<file path="config.mk">
export PLATFORM = sky130hd
export DESIGN_NAME = npu_sram_reader
export DESIGN_NICKNAME = d
export VERILOG_FILES = /design/src/rtl/npu_sram_reader.sv
export SDC_FILE = /design/constraint.sdc
export NUM_CORES = 1
export LEC_CHECK = 0
export ABC_AREA = 1
export ABC_CLOCK_PERIOD_IN_PS = 2600
export CORE_AREA = 2 2 149 151
export DETAILED_ROUTE_END_ITERATION = 8
export DIE_AREA = 0 0 151 153
export PLACE_DENSITY_LB_ADDON = 0.1
export SYNTH_ARGS = -nofsm -noshare
export SYNTH_HDL_FRONTEND = slang
export SYNTH_SLANG_ARGS = --single-unit
</file>
<file path="constraint.sdc">
create_clock -name clk -period 2.6 [get_ports clk]
set_clock_uncertainty 0.1 [all_clocks]
set_input_delay 0.52 -clock clk [delete_from_list [all_inputs] [get_ports clk]]
set_output_delay 0.52 -clock clk [all_outputs]
set_load 0.02 [all_outputs]
</file>
<file path="src/rtl/npu_sram_reader.sv">
// Burst reader: streams length words from a 1-cycle-latency SRAM port into a
// small output FIFO, throttling reads so every returning word always has a free slot.
module npu_sram_reader #(
  parameter int unsigned ADDR_W     = 12,
  parameter int unsigned DATA_W     = 16,
  parameter int unsigned FIFO_DEPTH = 4
) (
  input  logic                  clk,
  input  logic                  reset,
  input  logic                  start,
  input  logic [ADDR_W-1:0]     base_addr,
  input  logic [ADDR_W:0]       length,
  output logic                  busy,
  output logic                  done,
  output logic [ADDR_W-1:0]     sram_address,
  output logic                  sram_chipselect,
  output logic                  sram_write,
  output logic [DATA_W/8-1:0]   sram_byteenable,
  output logic                  sram_clken,
  input  logic [DATA_W-1:0]     sram_readdata,
  output logic [DATA_W-1:0]     out_data,
  output logic                  out_valid,
  input  logic                  out_ready,
  output logic                  out_last
);

  localparam int unsigned PTR_W = $clog2(FIFO_DEPTH);
  localparam int unsigned CNT_W = $clog2(FIFO_DEPTH + 1);
  localparam int unsigned LEN_W = ADDR_W + 1;

  typedef enum logic [1:0] {
    S_IDLE  = 2'd0,
    S_READ  = 2'd1,
    S_DRAIN = 2'd2
  } state_t;

  state_t              state_q, state_d;
  logic [ADDR_W-1:0]   addr_q, addr_d;
  logic [LEN_W-1:0]    issue_rem_q, issue_rem_d;
  logic [LEN_W-1:0]    out_rem_q, out_rem_d;
  logic [CNT_W-1:0]    cnt_q, cnt_d;
  logic [PTR_W-1:0]    wr_ptr_q, wr_ptr_d;
  logic [PTR_W-1:0]    rd_ptr_q, rd_ptr_d;
  logic [DATA_W-1:0]   mem_q [FIFO_DEPTH];
  logic [DATA_W-1:0]   data_q, data_d;
  logic                cs_q, cs_d;
  logic                inflight_q;
  logic                busy_q, busy_d;
  logic                done_q, done_d;
  logic                valid_q, valid_d;
  logic                last_q, last_d;
  logic                push, pop, last_pop;

  // Next-state, counters, FIFO bookkeeping and registered-output decisions
  always_comb begin
    state_d     = state_q;
    addr_d      = addr_q;
    issue_rem_d = issue_rem_q;
    out_rem_d   = out_rem_q;
    done_d      = 1'b0;
    push        = inflight_q;
    pop         = valid_q & out_ready;
    last_pop    = pop & last_q;

    if (pop) begin
      out_rem_d = out_rem_q - LEN_W'(1);
    end

    unique case (state_q)
      S_IDLE: begin
        if (start) begin
          if (length != '0) begin
            state_d     = S_READ;
            addr_d      = base_addr;
            issue_rem_d = length;
            out_rem_d   = length;
          end else begin
            done_d = 1'b1;
          end
        end
      end
      S_READ: begin
        if (cs_q) begin
          addr_d      = addr_q + ADDR_W'(1);
          issue_rem_d = issue_rem_q - LEN_W'(1);
          if (issue_rem_q == LEN_W'(1)) begin
            state_d = S_DRAIN;
          end
        end
      end
      S_DRAIN: begin
        if (last_pop) begin
          state_d = S_IDLE;
          done_d  = 1'b1;
        end
      end
      default: state_d = S_IDLE;
    endcase

    cnt_d    = cnt_q + CNT_W'(push) - CNT_W'(pop);
    wr_ptr_d = push ? wr_ptr_q + PTR_W'(1) : wr_ptr_q;
    rd_ptr_d = pop  ? rd_ptr_q + PTR_W'(1) : rd_ptr_q;
    valid_d  = (cnt_d != '0);
    last_d   = valid_d && (out_rem_d == LEN_W'(1));
    // A word pushed into an otherwise-empty FIFO lands directly at the head
    data_d   = (push && (wr_ptr_q == rd_ptr_d)) ? sram_readdata : mem_q[rd_ptr_d];
    // Next cycle's occupancy is cnt_d plus the read issued this cycle
    cs_d     = (state_d == S_READ) && (issue_rem_d != '0) &&
               ((32'(cnt_d) + 32'(cs_q)) < FIFO_DEPTH);
    busy_d   = (state_d != S_IDLE);
  end

  always_ff @(posedge clk) begin
    if (reset) begin
      state_q     <= S_IDLE;
      addr_q      <= '0;
      issue_rem_q <= '0;
      out_rem_q   <= '0;
      cnt_q       <= '0;
      wr_ptr_q    <= '0;
      rd_ptr_q    <= '0;
      data_q      <= '0;
      cs_q        <= 1'b0;
      inflight_q  <= 1'b0;
      busy_q      <= 1'b0;
      done_q      <= 1'b0;
      valid_q     <= 1'b0;
      last_q      <= 1'b0;
    end else begin
      state_q     <= state_d;
      addr_q      <= addr_d;
      issue_rem_q <= issue_rem_d;
      out_rem_q   <= out_rem_d;
      cnt_q       <= cnt_d;
      wr_ptr_q    <= wr_ptr_d;
      rd_ptr_q    <= rd_ptr_d;
      data_q      <= data_d;
      cs_q        <= cs_d;
      inflight_q  <= cs_q;
      busy_q      <= busy_d;
      done_q      <= done_d;
      valid_q     <= valid_d;
      last_q      <= last_d;
    end
  end

  // FIFO storage needs no reset; occupancy is tracked by cnt_q
  always_ff @(posedge clk) begin
    if (push) begin
      mem_q[wr_ptr_q] <= sram_readdata;
    end
  end

  assign busy            = busy_q;
  assign done            = done_q;
  assign sram_address    = addr_q;
  assign sram_chipselect = cs_q;
  assign sram_write      = 1'b0;
  assign sram_byteenable = '1;
  assign sram_clken      = 1'b1;
  assign out_data        = data_q;
  assign out_valid       = valid_q;
  assign out_last        = last_q;

endmodule
</file>
Word-level counts from Yosys, hierarchy flattened --
Memory sizes are Yosys's and may differ from the RTL's. A register that Yosys moved wholly into a read port is not among the register bits. Cells that the tools add are included.
Cells by class: bitwise operators 2, add/sub/neg operators 8, mux-type cells 25, equal/unequal tests 8, reductions and logical operators 10, order comparisons 1
Operators by type and width (count):
- $mux W13 | 7
- $mux W12 | 3
- $eq A13 B1 Y1 const B | 2
- $pmux W13 S2 | 1
- $reduce_bool A13 Y1 | 2
- $sub A13 B1 Y13 const B | 2
- $pmux W12 S2 | 1
- $add A12 B1 Y12 const B | 1
- $mux W2 | 6
- $ne A2 B2 Y1 const B | 3
- $pmux W2 S3 | 1
- $mux W1 | 5
- $add A2 B1 Y2 const B | 2
- $add A3 B1 Y4 | 1
- $eq A2 B1 Y1 const B | 2
- $lt A4 B3 Y1 const B | 1
- $reduce_and A4 Y1 | 1
- $reduce_bool A2 Y1 | 2
- $add A3 B1 Y3 | 1
- $logic_and A1 B1 Y1 | 3
- $reduce_bool A3 Y1 | 1
- $sub A3 B1 Y3 | 1
- $and A1 B1 Y1 | 2
- $eq A2 B2 Y1 const B | 1
- 2 further kinds | 2
Storage, ports and cells: flip-flop bits (word level) 53, logic and storage cells 68, input port bits 45, output and inout bits 37, memories kept 1, RAM bits 64
Memory list:
- mem_q | depth 4, bits a word 16, read ports 1, clocked after Yosys merged registers in 1, wr ports 1, RTL line 44 | logic [DATA_W-1:0] mem_q [FIFO_DEPTH];

Logic depth before layout (Yosys ltp) --
depth in word-level cells 7, mapped depth 17, mapped depth without buffers 17

Least setup slack after synthesis --
Ideal clock, no wire load.
path type input -> register, from input port out_ready, to register last_q, in the netlist out_last, data required time 2436 ps, buffers on the path 0, stages on the path 17, path slack 179 ps, library setup time 64 ps, arrival time 2257 ps, cell sequence nand2_4 inv_4 ha_1 inv_1 ha_1 fa_1 nor2_1 inv_1 nand2_1 nand2_1 nand3_1 nand2_1 a21oi_2 nand3_1 nor2_1 nand3_1 nor2_1
On the way: longest elaborated chain between the ends 7, elaborated cells on any way between the ends 9, classes of those cells 1 x add/sub; 1 x eq/ne; 4 x mux; 1 x bitwise; 2 x reduce/logical
RTL lines:
- start, declared | RTL line 23 | input logic out_ready,
- $and A1 B1 Y1 (*) | RTL line 62 | pop = valid_q & out_ready;
- $mux W13 | RTL line 65 | if (pop) begin
- $mux W13 | RTL line 72 | if (length != '0) begin
- $mux W13 | RTL line 71 | if (start) begin
- $mux W13 | RTL line 69 | unique case (state_q)
- $eq A13 B1 Y1 | RTL line 104 | last_d = valid_d && (out_rem_d == LEN_W'(1));
- $logic_and A1 B1 Y1 (*) | RTL line 104
- end signal, assigned | RTL line 143 | last_q <= last_d;
- end, declared | RTL line 51 | logic last_q, last_d;
Mark *: on every way between the ends. The rest lies on a longest branch, timed or not. A chain may end at the register's enable or synchronous reset.

Worst setup path in the final report --
from register valid_q, in the netlist out_valid, to register last_q, in the netlist out_last
On the way: longest elaborated chain between the ends 7, elaborated cells on any way between the ends 9, classes of those cells 1 x add/sub; 1 x eq/ne; 4 x mux; 1 x bitwise; 2 x reduce/logical
RTL lines:
- start, declared | RTL line 50 | logic valid_q, valid_d;
- start signal, assigned | RTL line 142 | valid_q <= valid_d;
- $and A1 B1 Y1 (*) | RTL line 62
- $mux W13 | RTL line 65
- $mux W13 | RTL line 72
- $mux W13 | RTL line 71
- $mux W13 | RTL line 69
- $eq A13 B1 Y1 | RTL line 104
- $logic_and A1 B1 Y1 (*) | RTL line 104
Marked as above.

==> results.cfg <==
[timing]
max_freq_mhz = 421
rsz0062_at_grt = false
layout_setup_ws_ps = 226
drv_slew = 0
whs_ps = 405
fin_crit_ps = 2370
fin_crit_sh_pct = 91.3
fin_tns_setup_ps = 0
hold_viol = 0
setup_viol = 0

[min_path]
hold_start = sram_address[11]
min_path_type = reg -> reg

[global_route]
antenna_found_initial = 0
grt_usage_pct = 14.9
gr-total-overflow = 0
grt_pass1_vias = 5204
grt_first_pass_wirelength_mm = 26.5
grt_start_max_net_pins = 39

[setup_path]
path_cells = nand2_4 -> inv_4 -> ha_1 -> inv_1 -> ha_1 -> fa_2 -> nor2_1 -> inv_1 -> nand2_1 -> nand2_1 -> nand3_1 -> nand2_1 -> a21oi_2 -> nand3_1 -> nor2_1 -> nand3_1 -> nor2_1
cp.required_ps = 2860
worst_r2r_startpoint = out_valid
cp_max_fo = 2
critPathLaunch = out_valid
slowest_delay_ps = 360
cp_data_arrival_time_ps = 2640
crit_type = reg -> reg
critPathBufInv = 3
start_kind = register
crit_family = simple AND/OR/NAND/NOR gates
slowest_stage = dfxtp_1
end_kind = register

[floorplanning]
die_w_um = 151
die_h_um = 153
io_pins = 82
core_um2 = 21500
start_util_pct = 29.5
rows = 54
dieArea_um2 = 23100

[power_and_ir_drop]
powerDensity_nw_per_um2 = 848
irDropWorstVdd_mv = 0.452
finalPower_mw = 7.06
power_leakage_nw = 3.45

[cells_and_area]
stdcell_count = 1173
multi_input_area_um2 = 2560
final_util_pct = 38.8
area_growth_pct = 31.4
final_area_um2 = 8330
layout-drive-gt1-share_pct = 12.3
nets = 936
seq_area_um2 = 3300
fill_cells = 2225
n_antenna_cell = 0

[status]
status = completed

[placement]
dp_slack_ps = -412
dp_cells = 1141
place_hpwl_mm = 11.5
place_congestion = 0.863
postPlaceCellArea_um2 = 7710
io_buffers = 77

[synthesis]
synth_cell_types = 47
synth.cells.most_frequent = nor2_1, nand2_1, o21ai_0
synth_area_leaders = edfxtp_1, dfxtp_1, nor2_1, nand2_1, o21ai_0
synth-seq-cells = 133
synth_top_area_share_pct = 30.3
yosysSeqAreaShare_pct = 52.1
ys.flop_type = dfxtp_1
synthCells = 761
async_flop_share_pct = 0
synth_edf_count = 64
syn-cell-area_um2 = 6340
yosys_warnings = 0
synth_most_common_cell = nor2_1
synth_top_area_cell = edfxtp_1
syn_avg_cell_area_um2 = 8.33

[clock_network]
clk_pin_slew_ps = 60
cts-htree-levels = 4
insertion_delay_ps = 420
cts_max_path_buffers = 2
clkSinkCount = 133
cts_tree = yes
cts_root_buf = clkbuf_16
numCtsBuffers = 17

[route]
drc = 0
drt_iter0_markers = 280
drt_first_pass_iters = 4
antenna_left = 0
wl_per_cell_um = 14.1
wirelength_mm = 16.6
routed-via-count = 5353
vias_per_cell = 4.56

[flow_run]
drv_cap = 0
final cells by class:
type	count	share of cell area (%)
Inverter	82	3.78
Clock inverter	15	2.31
Tap cell	280	4.21
Sequential cell	133	39.7
Timing Repair Buffer	126	14.1
Multi-Input combinational cell	520	30.8
Clock buffer	17	5.11
flip-flops by register name (all words and copies together), names as in the netlist:
register / flops
inflight_q: 1
sram_chipselect: 1
wr_ptr_q: 2
sram_address: 12
busy: 1
out_valid: 1
done: 1
out_data: 16
rd_ptr_q: 2
out_last: 1
out_rem_q: 13
mem_q: 64
state_q: 2
issue_rem_q: 13
cnt_q: 3
final timing paths:
check | endpoint | slack, ps | cells after the start
max | out_last | 230 | 17
min | sram_address[11] | 410 | 2
max reg2reg | out_last | 230 | 17
min reg2reg | sram_address[11] | 410 | 2
power breakdown:
group          internal (mW)  total (mW)  switching (mW)  leakage (nW)
Combinational          0.819        1.96            1.14          2.01
Clock                   1.53        2.53           0.999         0.295
Sequential              2.43        2.57           0.138          1.15
Total                   4.78        7.06            2.28          3.45
tightest hold or removal path: stages (launching register included):
cell and delay [ps]:
dfxtp_1 330, nand2_1 70, a21oi_1 60
repair_timing:
action | in CTS | in global routing
hold endpoints to repair | 0 | 0
setup buffers | 0 | 0
resized for setup | 0 | 2
hold buffers | 0 | 0
setup endpoints to repair | 0 | 1
layout by cell type (no fill, tap or decap), types with 2 or more instances in the layout:
master,instances
clkbuf_16,17
nor2_2,3
a31oi_1,6
clkinv_4,2
edfxtp_1,64
nand2_2,4
clkinvlp_4,3
dfxtp_1,69
buf_4,46
clkdlybuf4s50_1,76
nand4_1,10
nor2_4,3
nand2_4,4
bufinv_16,3
inv_8,2
nand2_1,122
inv_4,3
a21oi_1,24
a21oi_2,2
nand3_1,41
nand3b_1,4
or2_2,2
buf_12,3
conb_1,4
o21ai_1,3
xor2_1,2
nor3_1,9
inv_1,76
inv_6,4
o21ai_0,83
inv_2,3
nor2_1,149
o22ai_1,19
ha_1,10
cells by family after synthesis:
kind of cell	count (synthesis)	synth area share, %
adders and majority gates	11	2.29
xor gates and xnor gates	4	0.849
and+or+nand+nor	355	24.4
DFF	133	52.1
other	2	0.118
buffers and inverters	110	7.62
AOI/OAI and AO/OA	146	12.6
routing by layer:
metal,routed length (µm),share of wire [%],GRT usage (%)
met1,7540,46,18.5
met5,0,0,0
met4,170,1.0,4.36
met2,8140,49,25.1
met3,727,4.4,4.00
Power figures use the tool's default switching activity.
